--- src/rtl/multicycle_control.sv ---
// Multicycle control unit for the 9-bit processor core.
// Steps each instruction through FETCH/DECODE/EXEC/MEM/WB with registered,
// phase-by-phase datapath controls, a memory-ready handshake, illegal-opcode
// trapping, a halt state and a saturating retired-instruction counter.
module multicycle_control #(
    parameter int OPW  = 4,
    parameter int AOPW = 4,
    parameter int CNTW = 16
) (
    input  logic            Clk,
    input  logic            Reset_n,
    input  logic            start,
    input  logic [OPW-1:0]  instr,
    input  logic            mem_ready,
    output logic [AOPW-1:0] ALUOp,
    output logic            MemOrALU,
    output logic            MemWrite,
    output logic            Branch,
    output logic            rd_default,
    output logic            wr_default,
    output logic            ALUsrc1,
    output logic            ALUsrc2,
    output logic            RegWrite,
    output logic            RegWriteSrc,
    output logic            ir_load,
    output logic            pc_en,
    output logic            illegal,
    output logic            done,
    output logic [CNTW-1:0] retired
);

    typedef enum logic [2:0] {
        S_IDLE, S_FETCH, S_DECODE, S_EXEC, S_MEM, S_WB, S_HALT
    } state_t;

    typedef struct packed {
        logic [3:0] alu;
        logic       mor, mw, br, rdd, wrd, s1, s2, rw, rws;
    } ctrl_t;

    localparam logic [3:0] OP_LW   = 4'd4;
    localparam logic [3:0] OP_SW   = 4'd6;
    localparam logic [3:0] OP_EXIT = 4'd7;

    // Full control set of one opcode, as the old single-cycle decoder drove it.
    function automatic ctrl_t decode(input logic [3:0] op);
        ctrl_t c;
        c = '0;
        case (op)
            4'd0, 4'd1: begin c.alu = 4'd0; c.mor = 1'b1; c.wrd = 1'b1; c.rw = 1'b1; end
            4'd2:       begin c.alu = 4'd1; c.mor = 1'b1; c.rdd = 1'b1; c.rw = 1'b1; end
            4'd3:       begin c.alu = 4'd2; c.mor = 1'b1; c.rdd = 1'b1; c.rw = 1'b1; end
            4'd4:       begin c.alu = 4'd3; c.rdd = 1'b1; c.wrd = 1'b1; c.s2 = 1'b1; c.rw = 1'b1; end
            4'd5:       begin c.alu = 4'd4; c.mor = 1'b1; c.wrd = 1'b1; c.s2 = 1'b1; c.rw = 1'b1; end
            4'd6:       begin c.alu = 4'd5; c.mw = 1'b1; c.rdd = 1'b1; c.s2 = 1'b1; end
            4'd8:       begin c.alu = 4'd6; c.br = 1'b1; c.rdd = 1'b1; end
            4'd9:       begin c.alu = 4'd7; c.br = 1'b1; c.rdd = 1'b1; end
            4'd10, 4'd11, 4'd12, 4'd13: begin
                c.alu = op - 4'd2; c.mor = 1'b1; c.wrd = 1'b1; c.s1 = 1'b1; c.rw = 1'b1;
            end
            4'd14, 4'd15: begin c.rw = 1'b1; c.rws = 1'b1; end
            default:    c = '0;
        endcase
        return c;
    endfunction

    state_t         state, next_state;
    logic [OPW-1:0] opcode, next_opcode;
    ctrl_t          cur, nd, q, n;
    logic           legal, next_legal;
    logic           n_ir, n_pc, n_ill, n_done;

    assign cur        = decode(opcode[3:0]);
    assign legal      = (opcode >> 4) == '0;
    assign next_opcode = (state == S_FETCH) ? instr : opcode;
    assign nd         = decode(next_opcode[3:0]);
    assign next_legal = (next_opcode >> 4) == '0;

    // Next-state selection from the current state and latched opcode.
    always_comb begin
        next_state = state;
        case (state)
            S_IDLE:   next_state = start ? S_FETCH : S_IDLE;
            S_FETCH:  next_state = S_DECODE;
            S_DECODE: begin
                if (!legal)                        next_state = S_FETCH;
                else if (opcode[3:0] == OP_EXIT)   next_state = S_HALT;
                else                               next_state = S_EXEC;
            end
            S_EXEC: begin
                if (cur.br)                                               next_state = S_FETCH;
                else if (opcode[3:0] == OP_LW || opcode[3:0] == OP_SW)    next_state = S_MEM;
                else                                                      next_state = S_WB;
            end
            S_MEM: begin
                if (mem_ready) next_state = (opcode[3:0] == OP_SW) ? S_FETCH : S_WB;
            end
            S_WB:     next_state = S_FETCH;
            S_HALT:   next_state = S_HALT;
            default:  next_state = S_IDLE;
        endcase
    end

    // Controls the next state will present; registered below so outputs never
    // depend combinationally on inputs. The SW completion pc_en therefore
    // appears in the FETCH cycle that follows the accepted MEM cycle.
    always_comb begin
        n      = '0;
        n_ir   = 1'b0;
        n_pc   = 1'b0;
        n_ill  = 1'b0;
        n_done = 1'b0;
        case (next_state)
            S_FETCH: begin
                n_ir = 1'b1;
                n_pc = (state == S_MEM);
            end
            S_DECODE: begin
                n_ill = !next_legal;
                n_pc  = !next_legal;
            end
            S_EXEC, S_MEM, S_WB: begin
                n.alu = nd.alu;
                n.rdd = nd.rdd;
                n.wrd = nd.wrd;
                n.s1  = nd.s1;
                n.s2  = nd.s2;
                if (next_state == S_EXEC) begin
                    n.br = nd.br;
                    n_pc = nd.br;
                end
                if (next_state == S_MEM) n.mw = nd.mw;
                if (next_state == S_WB) begin
                    n.mor = nd.mor;
                    n.rw  = nd.rw;
                    n.rws = nd.rws;
                    n_pc  = 1'b1;
                end
            end
            S_HALT:  n_done = 1'b1;
            default: n = '0;
        endcase
    end

    // State, latched opcode, registered controls and retired counter.
    always_ff @(posedge Clk or negedge Reset_n) begin
        if (!Reset_n) begin
            state   <= S_IDLE;
            opcode  <= '0;
            q       <= '0;
            ir_load <= 1'b0;
            pc_en   <= 1'b0;
            illegal <= 1'b0;
            done    <= 1'b0;
            retired <= '0;
        end else begin
            state   <= next_state;
            opcode  <= next_opcode;
            q       <= n;
            ir_load <= n_ir;
            pc_en   <= n_pc;
            illegal <= n_ill;
            done    <= n_done;
            if (pc_en && retired != '1) retired <= retired + 1'b1;
        end
    end

    assign ALUOp       = AOPW'(q.alu);
    assign MemOrALU    = q.mor;
    assign MemWrite    = q.mw;
    assign Branch      = q.br;
    assign rd_default  = q.rdd;
    assign wr_default  = q.wrd;
    assign ALUsrc1     = q.s1;
    assign ALUsrc2     = q.s2;
    assign RegWrite    = q.rw;
    assign RegWriteSrc = q.rws;

endmodule

--- config.mk ---
export PLATFORM = sky130hd
export DESIGN_NAME = multicycle_control
export DESIGN_NICKNAME = d
export VERILOG_FILES = /design/src/rtl/multicycle_control.sv
export SDC_FILE = /design/constraint.sdc
export NUM_CORES = 1
export LEC_CHECK = 0
export BUFFER_PORTS_ARGS = -buffer_cell sky130_fd_sc_hd__buf_4
export CORE_MARGIN = 2
export CORE_UTILIZATION = 45
export CTS_BUF_LIST = sky130_fd_sc_hd__clkbuf_8 sky130_fd_sc_hd__clkbuf_16
export DETAILED_ROUTE_END_ITERATION = 10
export PLACE_DENSITY = 0.69
export REMOVE_ABC_BUFFERS = 1
export SETUP_SLACK_MARGIN = 0.2
export SLEW_MARGIN = 25
export SYNTH_ARGS = -nofsm -noshare
export SYNTH_HDL_FRONTEND = slang
export SYNTH_SLANG_ARGS = --single-unit
export TNS_END_PERCENT = 50
--- constraint.sdc ---
create_clock -name Clk -period 2.3 [get_ports Clk]
set_input_delay 0.575 -clock Clk [delete_from_list [all_inputs] [get_ports Clk]]
set_output_delay 0.575 -clock Clk [all_outputs]
set_load 0.02 [all_outputs]
Word level (Yosys, flattened, before mapping)
Index checks and enable logic that the tools add are counted.
{"block": "totals", "input_bits": 8, "output_inout_bits": 33, "ff_bits": 39}
{"block": "op_classes", "n_addsub": 2, "n_reduce_logical": 14, "n_eq_ne": 31, "muxes": 28}
{"operator": "$eq 4x4->1 const B", "n": 10}
{"operator": "$pmux 4 s8", "n": 1}
{"operator": "$eq 4x3->1 const B", "n": 6}
{"operator": "$pmux 3 s7", "n": 1}
{"operator": "$eq 3x3->1 const B", "n": 6}
{"operator": "$mux 1", "n": 18}
{"operator": "$add 16x1->16 const B", "n": 1}
{"operator": "$ne 16x16->1 const B", "n": 1}
{"operator": "$mux 13", "n": 1}
{"operator": "$mux 3", "n": 4}
{"operator": "$reduce_or 12->1", "n": 1}
{"operator": "$eq 3x2->1 const B", "n": 3}
{"operator": "$reduce_or 9->1", "n": 1}
{"operator": "$eq 4x2->1 const B", "n": 2}
{"operator": "$reduce_or 8->1", "n": 1}
{"operator": "$eq 3x1->1 const B", "n": 2}
{"operator": "$reduce_or 2->1", "n": 3}
{"operator": "$reduce_or 3->1", "n": 2}
{"operator": "$reduce_or 6->1", "n": 1}
{"operator": "$eq 4x1->1 const B", "n": 1}
{"operator": "$logic_not 4->1", "n": 1}
{"operator": "$mux 4", "n": 1}
{"operator": "$reduce_or 4->1", "n": 1}
{"operator": "$sub 4x2->4 const B", "n": 1}
{"operator": "5 further kinds", "n": 5}

Logic depth before layout (Yosys ltp)
Gate-level depths: netlist (run 1).
{"block": "depth", "depth_word": 9, "mapped_depth": 8, "mapped_depth_nobuf": 7}

Worst setup path before layout (run 1)
OpenSTA, ideal clock, no wires.
{"block": "synth_timing", "path_kind": "reg2reg", "startpoint": "register state[2]", "endpoint": "register q (netlist bit ALUOp[2])", "slack_ps": -133, "setup_ps": 78, "path_stages_with_launch": 9, "t_required_ps": 2222, "arrival_ps": 2355, "cell_sequence": "dfrtp_1 > clkbuf_2 > nor3b_4 > mux2i_1 > ha_1 > maj3_1 > nand2_1 > o311ai_0 > a21oi_1"}
{"element": "from (decl)", "line_no": "67", "rtl": "state_t state, next_state;"}
{"element": "from (signal assigned)", "line_no": "157", "rtl": "state <= next_state;"}
{"element": "to (signal assigned)", "line_no": "159", "rtl": "q <= n;"}
{"element": "to (decl)", "line_no": "69", "rtl": "ctrl_t cur, nd, q, n;"}

==> reports/qor_table.md, run 1 <==
| Parameter | This run | Unit |
|---|---|---|
| RSZ-0062 raised after global routing | true | - |
| Mapped Cells | 188 | - |
| Status | complete, no violations | - |
| Maximum clock path buffer count | 2 | - |
| Worst Tran Pin Value | 670.1 | ps |
| Final count of pins violating max slew | 0 | - |
| Design Power | 3191 | uW |
| Core area | 0.004086 | mm2 |
| DRC viols | 0 | - |
| Via count | 1570 | - |
| DP Wirelength | 3.053 | mm |
| Layer carrying the most global-route usage | met2 | - |
| Number of nets in the final layout | 249 | - |
| Placed cells | 280 | - |
| Cell family contributing the most delay on the critical path | compound AO/OA/AOI/OAI gates | - |
| Port Buf Inserts | 39 | - |
| # clock sinks | 39 | - |
| Number of cell rows | 23 | - |
| Required arrival time at the worst endpoint | 2480 | ps |
| Die ar. | 0.004857 | mm2 |
| Yosys warns | 0 | - |
| FF/Latch Area | 975.9 | um2 |
| Hold-fix buffers at CTS | 0 | - |
| Hold/Removal Path Class | input pin to async pin | - |
| Total wire length | 4.252 | mm |
| CP peak stage delay | 580 | ps |
| Area used by multi-input combinational logic | 919.6 | um2 |
| Synthesis-to-finish area growth | 27.00 | % |
| Synth Register Bits | 39 | - |
| Clock slew seen by the registers of the worst setup and hold paths | 80 | ps |
| Most used flip-flop cell after synthesis | dfrtp_1 | - |
| Fraction of final layout cells sized beyond drive strength 1 | 28.75 | % |
| Count of maximum capacitance violations | 0 | - |
| FFs w/ async S/R, synth | 100.0 | % |
| Wire length of the first global-routing pass | 7.272 | mm |
| Maximum number of pins on one net before global-route repair | 40 | - |
| Detail-routed net length per standard cell | 14.66 | um |
| Number of diodes | 0 | - |
| CP Class | flop to flop | - |
| Count of different cell masters after synthesis | 45 | - |
| Endpoint of the most critical register-to-register path | ALUsrc2$_DFF_PN0_ | - |
| Vias in the first global route | 1525 | - |
| Worst reg-to-reg path cell count | 4 | - |
| Initial standard-cell utilization of the core | 47.52 | % |
| Global Route Usage Sum | 18.77 | % |
| Element type at the critical path end | flop | - |
| X dimension of the die | 69.69 | um |
| Fmax | 502.5 | MHz |
| Fill count | 364 | - |
| Length of the first detailed-routing pass in iterations | 4 | - |
| Drt via density | 5.414 | - |
| Largest fanout on the critical path | 9 | - |
| Number of top-level pins | 41 | - |
| Critical path data arrival time | 2170 | ps |
| Static Leak | 0.001177 | uW |
| Clock Latency Late Sink | 290 | ps |
| Number of antenna violations at the first check in global routing | 0 | - |
| Number of standard cells in the final layout excluding fillers | 290 | - |
| Worst relative slew slack | 54.92 | % |
| CTS buffer count | 5 | - |
| Startpoint of the worst-slack reg-to-reg timing path | opcode[2]$_DFF_PN0_ | - |
| Final period util | 86.52 | % |
| Final critical-path required period | 1990 | ps |
| Number of failing hold endpoints at the final stage | 0 | - |
| Clock tree root driver cell | clkbuf_8 | - |
| Finish-stage setup viols | 0 | - |
| Clock tree from TritonCTS | yes | - |
| Met1 Usage GRT | 26.97 | % |
| Count of flip-flops with a built-in enable after synthesis | 0 | - |
| Cell area power density | 1294 | mW/mm2 |
| Crit path buf inv count | 0 | - |
| Met2 track demand over resource | 28.31 | % |
| Slowest stage cell, crit path | a311oi_1 | - |
| Post-DRT Antenna Nets | 0 | - |
| Largest vdd supply drop | 827.1 | uV |
| Register-to-register path setup slack | 310 | ps |
| Post-synth design cell area | 0.001942 | mm2 |
| Routing usage on met3 | 3.634 | % |
| Final weighted congestion in routability-driven placement | 0.8873 | - |
| Seq/Total Area, Yosys | 50.26 | % |
| Startpoint class of the critical path | flop | - |
| Iter 0 DRT Violations | 79 | - |
| Mean post-synth cell area | 10.33 | um2 |
| Grt total ovfl | 0 | - |
| Chip height | 69.69 | um |
| Critical path, cell by cell | nor2b_1, a311oi_1, a211oi_2, a2111oi_2 | - |
| CTS HTree Levels | 2 | - |
| Clock tree skew after final layout | 6.805 | ps |
-- stage by stage --
step	hold slack (ps)	util, %	TNS [ps]	setup WS (ps)	instance area, um2
detailed placement	501.3	57.07	0	251.2	2332
global route	293.8	60.35	0	155.4	2466
floorplan	279.4	-	-313.3	-313.3	1917
global placement	481.6	57.07	0	316.2	2332
CTS	257.7	59.95	0	213.9	2450
finish	235.6	60.35	0	310.0	2466
-- kinds of logic (layout without fill, tap and decap cells) --
kind of cell / after synthesis / count (layout) / synth area share (%)
simple gates: 76 / 76 / 20.68
flops: 39 / 39 / 50.26
compound gates: 31 / 31 / 11.66
xor+xnor: 17 / 17 / 7.667
buf+inv: 11 / 63 / 2.448
mux: 10 / 10 / 5.284
fa+ha+maj: 3 / 3 / 1.804
other cells: 1 / 1 / 0.1931
-- final cells by class --
| type | instances | area share (%) |
|---|---|---|
| Clock buffer | 6 | 3.349 |
| Sequential cell | 39 | 39.57 |
| Multi-Input combinational cell | 138 | 37.29 |
| Inverter | 6 | 0.9132 |
| Clock inverter | 2 | 1.421 |
| Tap cell | 50 | 2.537 |
| Timing Repair Buffer | 49 | 14.92 |
-- cells in the final DEF (no fill, tap or decap), drive strengths merged, types with 4 or more instances in the layout --
cell     n
xnor2    6
dfrtp   39
nand3    6
nand2   16
inv      6
clkbuf   6
a211oi   5
nor2    15
nor4     5
nand2b   5
nand4    6
mux2i    8
nor2b    6
o21ai    4
buf     49
a21oi    9
xor2    11
nor3     7
-- cells in the mapped netlist, types with 4 or more instances --
library cell | number | share of area (%)
nor3_1 | 7 | 1.8
xnor2_1 | 6 | 2.7
nand2_1 | 16 | 3.1
mux2i_1 | 8 | 4.1
nor4_1 | 5 | 1.6
a211oi_1 | 4 | 1.5
xor2_1 | 11 | 5.0
inv_1 | 4 | 0.77
nand3_1 | 6 | 1.5
o21ai_0 | 4 | 1.0
dfrtp_1 | 39 | 50
nor2b_1 | 6 | 1.9
nand2b_1 | 5 | 1.6
a21oi_1 | 9 | 2.3
nor2_1 | 15 | 2.9
nand4_1 | 6 | 1.9
-- state kept, by name (all words and copies together) (netlist names), 3 cells and up --
register,flops
retired,16
state,3
ALUOp,4
opcode,4
-- worst reg2reg max path, cell delays in order (launching register included) --
cell and delay [ps]:
dfrtp_1 480, nor2b_1 210, a311oi_1 590, a211oi_2 210, a2111oi_2 390
-- metal layers --
layer	vias up	routed length, um
met5	-	0
met4	0	65
met3	8	217
met2	46	1896
met1	741	2073
li1	775	-
-- worst max path at each step --
stage          cells after the start                 from              endpoint  slack [ps]
2_1_floorplan                      7   state[1]$_DFF_PN0_    ALUOp[2]$_DFF_PN0_        -310
3_3_place_gp                       7   state[1]$_DFF_PN0_    ALUOp[2]$_DFF_PN0_         320
3_5_place_dp                       7   state[1]$_DFF_PN0_    ALUOp[2]$_DFF_PN0_         250
4_1_cts                            7   state[1]$_DFF_PN0_    ALUOp[2]$_DFF_PN0_         210
5_1_grt                            4  opcode[1]$_DFF_PN0_  wr_default$_DFF_PN0_         160
6_report                           4  opcode[2]$_DFF_PN0_     ALUsrc2$_DFF_PN0_         310
-- timing repair --
item / 4_1_cts / 5_1_grt
setup endpoints to repair: 0 / 9
setup buffers: 0 / 2
endpoints found under the hold margin: 0 / 0
resized for setup: 0 / 2
-- power breakdown --
group          internal [uW]  total (uW)  switching [uW]
registers                867        1050             186
logic                    668        1540             875
clock network            351         595             244
total                   1890        3190            1310
Note: power is estimated with default switching activity, not from simulation.
==> run 2: changes to the inputs <==
--- a/config.mk
+++ b/config.mk
@@ -7,10 +7,10 @@
 export LEC_CHECK = 0
 export BUFFER_PORTS_ARGS = -buffer_cell sky130_fd_sc_hd__buf_4
 export CORE_MARGIN = 2
-export CORE_UTILIZATION = 45
+export CORE_UTILIZATION = 48
 export CTS_BUF_LIST = sky130_fd_sc_hd__clkbuf_8 sky130_fd_sc_hd__clkbuf_16
 export DETAILED_ROUTE_END_ITERATION = 10
-export PLACE_DENSITY = 0.69
+export PLACE_DENSITY = 0.73
 export REMOVE_ABC_BUFFERS = 1
 export SETUP_SLACK_MARGIN = 0.2
 export SLEW_MARGIN = 25
==> reports/qor_table.md, run 2 (synthesis results as in run 1) <==
| Parameter | This run | Unit |
|---|---|---|
| Static Leak | 0.001158 | uW |
| Number of failing hold endpoints at the final stage | 0 | - |
| Sum of negative setup slack | 0 | ps |
| Count of maximum capacitance violations | 0 | - |
| Startpoint class of the critical path | flop | - |
| DRC viols | 0 | - |
| Clock slew seen by the registers of the worst setup and hold paths | 70 | ps |
| Part of the total power dissipated in sequential elements | 35.6 | % |
| Core occupancy in the finished layout | 61.82 | % |
| CP peak stage delay | 440 | ps |
| Clock tree from TritonCTS | yes | - |
| Number of diodes | 0 | - |
| Commonest non-fill, non-tap cell in the layout | buf_4 | - |
| CTS HTree Levels | 2 | - |
| Slowest stage cell, crit path | dfrtp_2 | - |
| Drt via density | 5.385 | - |
| Clock tree root driver cell | clkbuf_8 | - |
| Die ar. | 0.004570 | mm2 |
| Total wire length | 4.017 | mm |
| Worst relative slew slack | 56.03 | % |
| Iter 0 DRT Violations | 96 | - |
| Design Power | 3001 | uW |
| Final period util | 86.29 | % |
| RSZ-0062 raised after global routing | true | - |
| Leading cell types in the layout, fill and taps excluded | 48 x buf_4, 37 x dfrtp_1, 16 x nand2_1, 15 x nor2_1, 11 x xor2_1 | - |
| Largest vdd supply drop | 875.4 | uV |
| Maximum clock path buffer count | 2 | - |
| Global Route Usage Sum | 19.02 | % |
| Cell family contributing the most delay on the critical path | adder cells | - |
| Length of the first detailed-routing pass in iterations | 4 | - |
| Chip height | 67.61 | um |
| Number of nets in the final layout | 248 | - |
| Element type at the critical path end | flop | - |
| Worst Tran Pin Value | 653.6 | ps |
| Clock Latency Late Sink | 280 | ps |
| Fill count | 337 | - |
| Initial standard-cell utilization of the core | 49.25 | % |
| Number of cell rows | 23 | - |
| Detail-routed net length per standard cell | 13.95 | um |
| X dimension of the die | 67.61 | um |
| Fmax | 503.8 | MHz |
| Grt total ovfl | 0 | - |
| Post-Layout Inst Area | 0.002437 | mm2 |
| Core area | 0.003943 | mm2 |
| Final weighted congestion in routability-driven placement | 0.8871 | - |
| Critical path data arrival time | 2190 | ps |
| Crit path buf inv count | 0 | - |
| Synthesis-to-finish area growth | 25.52 | % |
| Wire length of the first global-routing pass | 6.389 | mm |
| Register bank with the most flops | retired | - |
| Clock tree skew after final layout | 1.827 | ps |
| Hold/Removal Path Class | input pin to async pin | - |
| CP Class | flop to flop | - |
| Post-DRT Antenna Nets | 0 | - |
| Fin worst setup slack | 315.3 | ps |
| Number of antenna violations at the first check in global routing | 0 | - |
| # clock sinks | 39 | - |
| Port Buf Inserts | 39 | - |
| Switching Share | 41.97 | % |
| Final critical-path required period | 1985 | ps |
| DP Wirelength | 2.980 | mm |
| Maximum number of pins on one net before global-route repair | 40 | - |
| Worst-case setup slack after placement | 235.8 | ps |
| Logic gate share of total power | 49.3 | % |
| Fraction of final layout cells sized beyond drive strength 1 | 28.57 | % |
| Vias in the first global route | 1412 | - |
| Via count | 1551 | - |
| Critical path, cell by cell | nor3b_4, mux2i_1, ha_1, maj3_1, nand2_1, o311ai_1, a21oi_1 | - |
| Finish-stage setup viols | 0 | - |
| Flip-flop count of the largest register, all copies and words added | 16 | - |
| Status | complete, no violations | - |
| Number of top-level pins | 41 | - |
| Largest fanout on the critical path | 4 | - |
| Reported net switching power | 1259 | uW |
| Required arrival time at the worst endpoint | 2510 | ps |
| Area post-placement | 0.002325 | mm2 |
| Final count of pins violating max slew | 0 | - |
| Cell area power density | 1231 | mW/mm2 |
| Relative contribution of the clock network to total power | 15.1 | % |
| CTS buffer count | 5 | - |
| Internal | 1742 | uW |
run 2: changes by cell type in the layout (fill, tap and decap cells not counted):
cell / previous run / this run
maj3_2: 1 / 0
a211oi_4: 0 / 1
a211oi_2: 1 / 0
buf_4: 49 / 48
dfrtp_1: 39 / 37
maj3_1: 0 / 1
bufinv_16: 1 / 0
dfrtp_2: 0 / 2
run 2: path summary, 6_finish.rpt:
kind,startpoint,to,slack (ps),cells past startpoint
worst min-delay path,Reset_n,ALUsrc1$_DFF_PN0_,240,1
max in group asynchronous,Reset_n,state[1]$_DFF_PN0_,1700,1
worst max register to register,state[2]$_DFF_PN0_,ALUOp[2]$_DFF_PN0_,320,7
worst min register to register,retired[15]$_DFFE_PN0P_,retired[15]$_DFFE_PN0P_,500,1
worst max-delay path,state[2]$_DFF_PN0_,ALUOp[2]$_DFF_PN0_,320,7
min in group Clk,retired[15]$_DFFE_PN0P_,retired[15]$_DFFE_PN0P_,500,1
run 2: through the flow:
| stage | std cells | hold slack, ps |
|---|---|---|
| after CTS | 286 | 261.8 |
| after global placement | 279 | 478.4 |
| final | 288 | 244.3 |
| after global routing | 288 | 290.2 |
| after floorplan | 183 | 279.4 |
| after detailed placement | 279 | 490.8 |
run 2: power by group through the flow:
stage	sequential, uW	combinational, uW	clock [uW]
after floorplan	1180	794	0
after global placement	1080	1410	0
after detailed placement	1080	1420	0
after CTS	1070	1420	473
after global routing	1090	1640	505
final	1070	1480	454
run 2: metal layers:
| layer | routed length, um | up-vias | track usage, % | share of wire (%) |
|---|---|---|---|---|
| met2 | 1867 | 39 | 30.15 | 46 |
| met3 | 201 | 9 | 4.667 | 5.0 |
| met5 | 0 | - | 0 | 0 |
| met4 | 63 | 0 | 9.184 | 1.6 |
| met1 | 1884 | 737 | 24.26 | 47 |
| li1 | - | 766 | - | - |
run 2: cell type report:
class | instances | area [um2] | share of cell area, %
timing repair buffer | 48 | 360.3 | 14.78
sequential | 39 | 978.4 | 40.14
inverter | 6 | 22.52 | 0.9240
clock inverter | 1 | 5.005 | 0.2053
tap | 50 | 62.56 | 2.567
clock buffer | 6 | 82.58 | 3.388
multi-input combinational | 138 | 925.9 | 37.99
run 2: timing repair:
item,CTS,global route
hold endpoints to repair,0,0
gates resized for setup,0,4
hold buffers,0,0
setup endpoints to repair,0,9
buffers inserted,0,2
